$ cat config.mk
export PLATFORM = sky130hd
export DESIGN_NAME = mem_arbiter
export DESIGN_NICKNAME = d
export VERILOG_FILES = /design/src/rtl/mem_arbiter.sv
export SDC_FILE = /design/constraint.sdc
export NUM_CORES = 1
export LEC_CHECK = 0
export BUFFER_PORTS_ARGS = -buffer_cell sky130_fd_sc_hd__buf_2
export CAP_MARGIN = 15
export CORE_ASPECT_RATIO = 1.25
export CORE_UTILIZATION = 45
export DETAILED_ROUTE_END_ITERATION = 16
export PLACE_DENSITY_LB_ADDON = 0.08
export REMOVE_ABC_BUFFERS = 1
export SYNTH_ARGS = -nofsm -noshare
export SYNTH_HDL_FRONTEND = slang
export SYNTH_SLANG_ARGS = --single-unit
$ cat constraint.sdc
create_clock -name clk -period 2.4 [get_ports clk]
set_clock_uncertainty 0.05 [all_clocks]
set_input_delay 0.12 -clock clk [delete_from_list [all_inputs] [get_ports clk]]
set_output_delay 0.12 -clock clk [all_outputs]
set_load 0.02 [all_outputs]
$ cat src/rtl/mem_arbiter.sv
// mem_arbiter: two-requester (CPU, debug loader) arbiter for a single-port
// external memory. Each transaction takes IDLE -> ACCESS -> RESP -> IDLE.
// Optional feature macro: ARB_ROUND_ROBIN_EN
//   defined   : simultaneous requests alternate using a last-grant pointer
//   undefined : simultaneous requests always go to the debug loader
module mem_arbiter #(
  parameter int unsigned ADDR_W = 4,
  parameter int unsigned DATA_W = 8
) (
  input  logic              clk,
  input  logic              rst,
  input  logic              cpu_req,
  input  logic [ADDR_W-1:0] cpu_addr,
  input  logic [DATA_W-1:0] cpu_wdata,
  input  logic              cpu_we,
  input  logic              dbg_req,
  input  logic [ADDR_W-1:0] dbg_addr,
  input  logic [DATA_W-1:0] dbg_wdata,
  input  logic              dbg_we,
  output logic              cpu_ack,
  output logic              dbg_ack,
  output logic [DATA_W-1:0] rdata,
  output logic [ADDR_W-1:0] mem_addr,
  output logic [DATA_W-1:0] mem_wdata,
  input  logic [DATA_W-1:0] mem_rdata,
  output logic              mem_we,
  output logic              mem_oe,
  output logic              busy,
  output logic              owner
);

  typedef enum logic [1:0] {
    IDLE   = 2'd0,
    ACCESS = 2'd1,
    RESP   = 2'd2
  } state_t;

  state_t state;
  logic   we_q;        // registered direction of the current transaction
  logic   grant_dbg_c; // 1 when the debug loader wins this IDLE cycle

`ifdef ARB_ROUND_ROBIN_EN
  logic last_grant; // 0 = CPU, 1 = debug; requester granted most recently

  // Winner selection: a lone requester wins, a tie goes to whoever was not last granted
  always_comb begin
    grant_dbg_c = dbg_req;
    if (cpu_req && dbg_req) begin
      grant_dbg_c = ~last_grant;
    end
  end

  // Last-grant pointer follows every grant
  always_ff @(posedge clk) begin
    if (rst) begin
      last_grant <= 1'b0;
    end else if ((state == IDLE) && (cpu_req || dbg_req)) begin
      last_grant <= grant_dbg_c;
    end
  end
`else
  // Winner selection: fixed priority, debug always beats CPU
  always_comb begin
    grant_dbg_c = dbg_req;
  end
`endif

  // Transaction FSM with all outputs registered
  always_ff @(posedge clk) begin
    if (rst) begin
      state     <= IDLE;
      we_q      <= 1'b0;
      cpu_ack   <= 1'b0;
      dbg_ack   <= 1'b0;
      rdata     <= '0;
      mem_addr  <= '0;
      mem_wdata <= '0;
      mem_we    <= 1'b0;
      mem_oe    <= 1'b0;
      busy      <= 1'b0;
      owner     <= 1'b0;
    end else begin
      case (state)
        IDLE: begin
          cpu_ack <= 1'b0;
          dbg_ack <= 1'b0;
          if (cpu_req || dbg_req) begin
            state     <= ACCESS;
            busy      <= 1'b1;
            owner     <= grant_dbg_c;
            mem_addr  <= grant_dbg_c ? dbg_addr  : cpu_addr;
            mem_wdata <= grant_dbg_c ? dbg_wdata : cpu_wdata;
            we_q      <= grant_dbg_c ? dbg_we    : cpu_we;
            mem_we    <= grant_dbg_c ? dbg_we    : cpu_we;
            mem_oe    <= grant_dbg_c ? dbg_we    : cpu_we;
          end
        end
        ACCESS: begin
          // Read data is captured at the end of the single access cycle
          if (!we_q) begin
            rdata <= mem_rdata;
          end
          mem_we  <= 1'b0;
          mem_oe  <= 1'b0;
          cpu_ack <= ~owner;
          dbg_ack <= owner;
          state   <= RESP;
        end
        RESP: begin
          cpu_ack <= 1'b0;
          dbg_ack <= 1'b0;
          busy    <= 1'b0;
          state   <= IDLE;
        end
        default: begin
          state   <= IDLE;
          cpu_ack <= 1'b0;
          dbg_ack <= 1'b0;
          mem_we  <= 1'b0;
          mem_oe  <= 1'b0;
          busy    <= 1'b0;
        end
      endcase
    end
  end

endmodule

======== Word level (Yosys, flattened, before mapping) ========
Cells that the tools add are included.
word-level totals
  input bits .............................. 38
  memories ................................ 0
  output and inout bits ................... 26
  logic and storage cells ................. 33
  memory bits (writable) .................. 0
  ROM bits ................................ 0
  register bits after elaboration ......... 28
  bits in latches ......................... 0
cells by class
  div/mod/pow operators ................... 0
  shift-type cells ........................ 0
  muxes and demuxes ....................... 9
  reduce and logical (&&, ||, !) cells .... 7
  add/subtract/negate cells ............... 0
  magnitude comparators ................... 0
  eq/ne operators ......................... 3
  bitwise operators ....................... 4
  multiply operators ...................... 0
operators with widths
  kind                number
  $mux 8              1
  $reduce_and 2->1    4
  $mux 4              1
  $not 1->1           4
  $pmux 1 s2          2
  $pmux 2 s2          1
  $mux 1              3
  $eq 2x1->1 const B  1
  $eq 2x2->1 const B  1
  $logic_not 2->1     1
  $mux 2              1
  $ne 2x2->1 const B  1
  $reduce_or 2->1     1
  $logic_or 1x1->1    1

======== Longest topological paths before layout ========
Gate-level depths: netlist of the first run.
  depth after elaboration ................. 3
  gate-level depth with buffers ........... 6
  gate-level depth less buffers ........... 3

======== Worst setup path before layout of the first run ========
OpenSTA, ideal clock, no wires.
  kind .................................... register to register
  start point ............................. reg state[0]
  end point ............................... reg mem_addr[0]
  path buffers ............................ 1
  setup time .............................. 81 ps
  required time ........................... 2269 ps
  arrival ................................. 1099 ps
  path slack .............................. 1170 ps
  stages on the path, launching flop included .. 5
  clock period less this slack ............ 1230 ps
  cell sequence ........................... dfxtp_1 -> nor2_1 -> buf_2 -> a21oi_1 -> a211oi_2
on the way
  word-level cells in the longest chain between the ends .. 2
ends and longest elaborated chain
  what                               line  text
  start, declared                    38    state_t state;
  start signal, assigned             71    state <= IDLE;
  start signal, assigned             88    state <= ACCESS;
  start signal, assigned             107   state <= RESP;
  $logic_not 2->1                    83    case (state)
  $reduce_and 2->1 (no source line)  n/a
  end signal, assigned               91    mem_addr <= grant_dbg_c ? dbg_addr : cpu_addr;
  end, declared                      23    output logic [ADDR_W-1:0] mem_addr,
No other way between the ends.
A chain may end at the register's enable or synchronous reset.

======== Worst setup path after layout of the first run ========
  start point ............................. reg state[0]
  end point ............................... reg mem_wdata[4]
on the way
  word-level cells in the longest chain between the ends .. 2
ends and longest elaborated chain
  what                               line  text
  $logic_not 2->1                    83
  $reduce_and 2->1 (no source line)  n/a
  end signal, assigned               92    mem_wdata <= grant_dbg_c ? dbg_wdata : cpu_wdata;
  end, declared                      24    output logic [DATA_W-1:0] mem_wdata,
No other way between the ends.

==> flow_summary.json, run 1 <==
{
  "crit_start": "state[0]",
  "nets": 220,
  "cts.path.max_buffers": 2,
  "cts_tree": "built",
  "syn_to_final_growth_pct": 35.2,
  "synth_fa_ha_area_share_pct": 0,
  "fp-row-count": 20,
  "clk_pin_slew_worst_paths_ns": 0.14,
  "stdcell_count": 214,
  "setup_ws_ns": 0.864,
  "h-tree-depth": 1,
  "rrSetupSlack_ns": 0.86,
  "place_ws_ns": 0.906,
  "numCtsBuffers": 3,
  "status": "finished, final reports clean",
  "crit_end": "mem_wdata[4]",
  "path_cells": "nor2_1, buf_4, a21oi_1, a211oi_2",
  "path_class": "flop to flop",
  "crit_family": "simple AND/OR/NAND/NOR gates",
  "synth_top_family_by_area": "compound AO/OA/AOI/OAI gates",
  "grt_pass1_vias": 970,
  "hold_path_startpoint": "cpu_req",
  "wl_per_cell_um": 11.7,
  "p_clk_share_pct": 21.8,
  "dpl.hpwl_mm": 1.78,
  "ys_ff_latch": 28,
  "synth_area_mm2": 0.00120,
  "ys_seq_area_share_pct": 46.7,
  "antenna_found_initial": 0,
  "ff2ff_path_depth": 4,
  "dp.cells": 202,
  "p_sw_share_pct": 29.8,
  "core_mm2": 0.00248,
  "p_sw_mw": 0.306,
  "worstSetupStartpointType": "flop",
  "rsz0062_at_grt": "false",
  "synth-xor-area-share_pct": 0,
  "grt_pass1_wl_mm": 3.98,
  "final.min_clock_period_ns": 1.54,
  "clock_latency_ns": 0.32,
  "postLayoutCoreUtil_pct": 65.6,
  "die_area_mm2": 0.00288,
  "r2r_start": "state[0]",
  "relSlewSlack_pct": 59.1,
  "netlist_instances": 114,
  "drt_wl_total_mm": 2.50,
  "slowest_delay_ns": 0.49,
  "clock-root-buffer": "clkbuf_4",
  "synth_simple_gate_area_share_pct": 7.92,
  "antenna_cells": 0,
  "crit_fanout": 10,
  "crit_slowest_cell": "nor2_1",
  "start_util_pct": 48.5,
  "total_power_mw": 1.03,
  "period_share_pct": 64.0,
  "fp.dieH_um": 59.8,
  "io_buffers": 63,
  "synthDistinctLibCells": 20,
  "pin_count": 64,
  "grt_max_degree": 27,
  "slew_viol_final": 0,
  "endpoint_kind": "flop",
  "p_comb_share_pct": 26.6,
  "required_ns": 2.60,
  "timing.rr.end": "mem_wdata[4]",
  "post-route-cell-area_mm2": 0.00162,
  "cts_sinks": 28,
  "synth-compound-area-share_pct": 21.3,
  "fmax_mhz": 651,
  "arrival_ns": 1.74,
  "p_leak_nw": 0.785,
  "finalSetupTns_ns": 0,
  "drive_gt1_share_pct": 45.3,
  "gp_congestion": 0.655,
  "viasPerCell": 4.90,
  "hold_path_class": "input port to flop",
  "grt_util_all_layers_pct": 19.4,
  "p_seq_share_pct": 51.6,
  "p_int_mw": 0.721,
  "synth_area_per_cell_um2": 10.5,
  "peakVddDrop_mv": 0.531,
  "drt_first_pass_iters": 3,
  "worst_slew_pin_slew_ns": 0.611,
  "setup_violations": 0,
  "placed_area_mm2": 0.00151,
  "drt_iter0_drc": 5,
  "vias": 1048,
  "cp_num_buf_inv": 1,
  "maxCapViolCount": 0,
  "yosysWarnings": 0,
  "grt_overflow": 0,
  "hold_viol_final": 0,
  "fin_hold_ws_ns": 0.0621,
  "crit_cells": 4,
  "drc": 0,
  "powerDensity_mw_per_mm2": 632,
  "die_w_um": 48.2,
  "muxShareOfSynthArea_pct": 17.5,
  "postRouteAntennaNets": 0
}
==> area by class of cell <==
| type | count | area, µm² |
|---|---|---|
| Clock buffer | 4 | 36.3 |
| Fill cell | 228 | 853 |
| Inverter | 2 | 7.51 |
| Multi-Input combinational cell | 73 | 561 |
| Sequential cell | 28 | 561 |
| Tap cell | 33 | 41.3 |
| Timing Repair Buffer | 74 | 418 |
==> layer usage <==
layer	wire length [µm]	global-route usage, %	vias up
li1	-	-	541
met1	1020	21.4	467
met2	1320	35.2	36
met3	127	1.81	4
met4	38	8.73	0
met5	0	0	-
==> synth_stat cells <==
cell type | count | share of area, %
a21bo_2 | 1 | 0.83
a211oi_2 | 10 | 10
and2_1 | 1 | 0.52
buf_2 | 4 | 1.7
buf_4 | 1 | 0.63
buf_6 | 3 | 2.8
and2_4 | 1 | 0.73
nor2b_1 | 1 | 0.52
dfxtp_1 | 28 | 47
clkbuf_1 | 3 | 0.94
a2111oi_0 | 1 | 0.73
mux2i_1 | 21 | 17
a211oi_1 | 3 | 1.9
a21oi_1 | 16 | 6.7
nor2_1 | 11 | 3.4
or2_1 | 1 | 0.52
nand2_1 | 3 | 0.94
inv_1 | 2 | 0.63
a22o_1 | 1 | 0.73
nor3b_1 | 2 | 1.2
==> worst min path at each step <==
| stage | end | cells after the start | slack [ns] |
|---|---|---|---|
| final | owner | 3 | 0.06 |
| after global routing | owner | 3 | 0.05 |
| after CTS | owner | 3 | 0.06 |
| after detailed placement | rdata[5] | 3 | 0.31 |
| after global placement | rdata[4] | 3 | 0.30 |
| after floorplan | mem_addr[0] | 1 | 0.13 |
==> flip-flops by register name (all words and copies together) (netlist names) <==
register	cells
owner	1
mem_addr	4
rdata	8
we_q	1
mem_wdata	8
mem_oe	1
dbg_ack	1
state	2
cpu_ack	1
busy	1
==> repair_timing <==
| item | in CTS | in global routing |
|---|---|---|
| buffers inserted | 0 | 0 |
| endpoints found under the hold margin | 8 | 0 |
| resized for setup | 0 | 0 |
| hold buffers | 8 | 0 |
==> cell families (layout without fill, tap and decap cells) <==
logic type,count (synthesis),after routing
AOI/OAI and AO/OA,32,32
DFF,28,28
muxes,21,21
and+or+nand+nor,20,20
buffers and inverters,13,80
==> worst min-delay path: cells and delay by family <==
family	cells	cell delay, ns
compound gates	2	0.17
buf+inv	1	0.11
==> cells in the final DEF (no fill, tap or decap), types with 8 or more instances in the layout <==
cell type,count
a211oi_2,10
a21oi_1,16
buf_2,63
dfxtp_1,28
dlygate4sd3_1,8
mux2i_1,21
nor2_1,11
==> power by group through the flow <==
stage                     registers, mW  clock network (mW)  logic [mW]
final                             0.530               0.224       0.273
after global placement            0.539                   0       0.260
after floorplan                   0.587                   0       0.111
after global routing              0.536               0.253       0.299
after CTS                         0.530               0.232       0.275
after detailed placement          0.539                   0       0.265
Note: power is estimated with default switching activity, not from simulation.
==> run 2: changes to the inputs <==
--- a/config.mk
+++ b/config.mk
@@ -5,10 +5,11 @@
 export SDC_FILE = /design/constraint.sdc
 export NUM_CORES = 1
 export LEC_CHECK = 0
+export ABC_AREA = 1
 export BUFFER_PORTS_ARGS = -buffer_cell sky130_fd_sc_hd__buf_2
 export CAP_MARGIN = 15
 export CORE_ASPECT_RATIO = 1.25
-export CORE_UTILIZATION = 45
+export CORE_UTILIZATION = 44
 export DETAILED_ROUTE_END_ITERATION = 16
 export PLACE_DENSITY_LB_ADDON = 0.08
 export REMOVE_ABC_BUFFERS = 1
==> constraint.sdc (replaced) <==
create_clock -name clk -period 1.47 [get_ports clk]
set_clock_uncertainty 0.05 [all_clocks]
set_input_delay 0.0735 -clock clk [delete_from_list [all_inputs] [get_ports clk]]
set_output_delay 0.0735 -clock clk [all_outputs]
set_load 0.02 [all_outputs]
==> flow_summary.json, run 2 <==
{
  "pin_count": 64,
  "final.min_clock_period_ns": 1.15,
  "gp_congestion": 0.665,
  "h-tree-depth": 1,
  "peakVddDrop_mv": 0.472,
  "viasPerCell": 4.27,
  "p_sw_share_pct": 30.2,
  "drt_iter0_drc": 14,
  "min_path_cells": 5,
  "yosys-top-cells-count": "nand2_1 (87), dfxtp_1 (28), nor2_1 (20), a21oi_1 (16), inv_1 (13)",
  "grt_pass1_wl_mm": 4.01,
  "ys_top_cells_by_area": "dfxtp_1 (45%), nand2_1 (26%), a21oi_1 (6.4%)",
  "hold_path_startpoint": "cpu_wdata[0]",
  "ys.flop_type": "dfxtp_1",
  "fp.dieH_um": 61.6,
  "synthDistinctLibCells": 17,
  "p_int_mw": 1.14,
  "grt_pass1_vias": 942,
  "synth_area_mm2": 0.00125,
  "setup_violations": 0,
  "ff2ff_path_depth": 5,
  "drive_gt1_share_pct": 30.6,
  "start_util_pct": 46.6,
  "fp-row-count": 21,
  "powerDensity_mw_per_mm2": 976,
  "yosysWarnings": 0,
  "numCtsBuffers": 3,
  "antenna_cells": 0,
  "die_w_um": 49.7,
  "post_cts_resized": 0,
  "final_cell_mix": "nand2_1 (87), buf_2 (63), dfxtp_1 (28)",
  "dp.cells": 273,
  "p_comb_share_pct": 25.1,
  "status": "finished, final reports clean",
  "ys_ff_latch": 28,
  "mostFrequentLayoutCell": "nand2_1",
  "async_flop_share_pct": 0,
  "syn_to_final_growth_pct": 33.5,
  "cts_sinks": 28,
  "nets": 291,
  "hold_viol_final": 0,
  "fmax_mhz": 872,
  "synth_top_area_share_pct": 44.8,
  "relSlewSlack_pct": 79.8,
  "core_mm2": 0.00268,
  "finalSetupTns_ns": 0,
  "p_clk_share_pct": 22.3,
  "period_share_pct": 78.0,
  "worst_slew_pin_slew_ns": 0.302,
  "drt_wl_total_mm": 2.56,
  "clock_latency_ns": 0.31,
  "ys_seq_area_share_pct": 44.8,
  "stdcell_count": 286,
  "clock-root-buffer": "clkbuf_4",
  "cts_tree": "built",
  "rrSetupSlack_ns": 0.33,
  "drc": 0,
  "required_ns": 1.68,
  "die_area_mm2": 0.00306,
  "synth_largest_area_cell": "dfxtp_1",
  "fill_cells": 273,
  "netlist_instances": 183,
  "wl_per_cell_um": 8.96,
  "grt_util_all_layers_pct": 17.1,
  "grt_overflow": 0,
  "io_buffers": 63,
  "cts_setup_buffers": 0,
  "holdPathEnd": "mem_wdata[0]",
  "worstSetupStartpointType": "input port",
  "path_class": "input port to flop",
  "maxCapViolCount": 0,
  "r2r_start": "state[1]",
  "reg_top3": "mem_wdata x8, rdata x8, mem_addr x4",
  "synth_edf_count": 0,
  "vias": 1221,
  "p_sw_mw": 0.492,
  "antenna_found_initial": 0,
  "endpoint_kind": "flop",
  "arrival_ns": 1.35,
  "drt_first_pass_iters": 4,
  "slew_viol_final": 0,
  "dpl.hpwl_mm": 1.84,
  "rsz0062_at_grt": "false",
  "grt_max_degree": 18,
  "cts.path.max_buffers": 2,
  "yosysMostFrequentCell": "nand2_1",
  "p_seq_share_pct": 52.5,
  "timing.rr.end": "we_q",
  "postRouteAntennaNets": 0,
  "synth_area_per_cell_um2": 6.83,
  "hold_path_class": "input port to flop",
  "crit_fanout": 13,
  "clk_pin_slew_worst_paths_ns": 0.15,
  "p_leak_nw": 0.945
}
==> run 2: stage by stage <==
stage	power [mW]	worst slack, ns	hold WS (ns)	instance area (µm²)	utilization, %
5_1_grt	1.73	0.180	0.0230	1670	62.3
6_report	1.63	0.323	0.0199	1670	62.3
4_1_cts	1.65	0.317	0.00665	1670	62.3
2_1_floorplan	1.11	0.491	0.0926	1170	-
3_3_place_gp	1.27	0.377	0.250	1540	57.6
3_5_place_dp	1.27	0.350	0.254	1540	57.6
==> run 2: timing repair <==
action	CTS	global route
endpoints found under the hold margin	9	0
setup endpoints to repair	0	0
hold buffers	9	0
==> run 2: layout make-up <==
type | instances | area [µm²] | area share [%]
tap | 34 | 42.5 | 2.55
timing repair buffer | 74 | 420 | 25.2
clock buffer | 4 | 36.3 | 2.17
sequential | 28 | 561 | 33.6
multi-input combinational | 130 | 544 | 32.6
inverter | 16 | 65.1 | 3.90
==> run 2: worst max path at each step <==
stage	startpoint	to	slack [ns]	cells after the start
detailed placement	state[1]	we_q	0.35	5
global placement	state[1]	we_q	0.38	5
floorplan	mem_oe	mem_oe	0.49	4
CTS	state[1]	we_q	0.32	5
global route	state[0]	rdata[5]	0.18	4
finish	dbg_req	we_q	0.32	6
==> run 2: per-layer routing <==
| metal | vias to the layer above | GRT usage (%) | part of all wire [%] |
|---|---|---|---|
| met5 | - | 0 | 0 |
| met4 | 0 | 6.12 | 0.90 |
| met3 | 2 | 3.46 | 6.4 |
| met2 | 40 | 29.2 | 48 |
| met1 | 497 | 21.5 | 44 |
| li1 | 682 | - | - |
==> run 2: worst max-delay path: stages <==
cell           delay [ns]
dlygate4sd3_1        0.52
buf_2                0.17
nor2_2               0.07
nor2_4               0.27
nand2_1              0.11
a21oi_1              0.13
==> run 2: power by group through the flow <==
stage	clock (mW)	combinational [mW]	sequential, mW
final	0.363	0.409	0.856
after global routing	0.404	0.466	0.863
after CTS	0.382	0.415	0.856
after detailed placement	0	0.396	0.872
after global placement	0	0.396	0.870
after floorplan	0	0.167	0.946
==> run 2: kinds of logic after synthesis <==
logic type / share of synthesized area (%)
flops: 44.8
simple gates: 37.1
compound gates: 6.41
buf+inv: 11.6
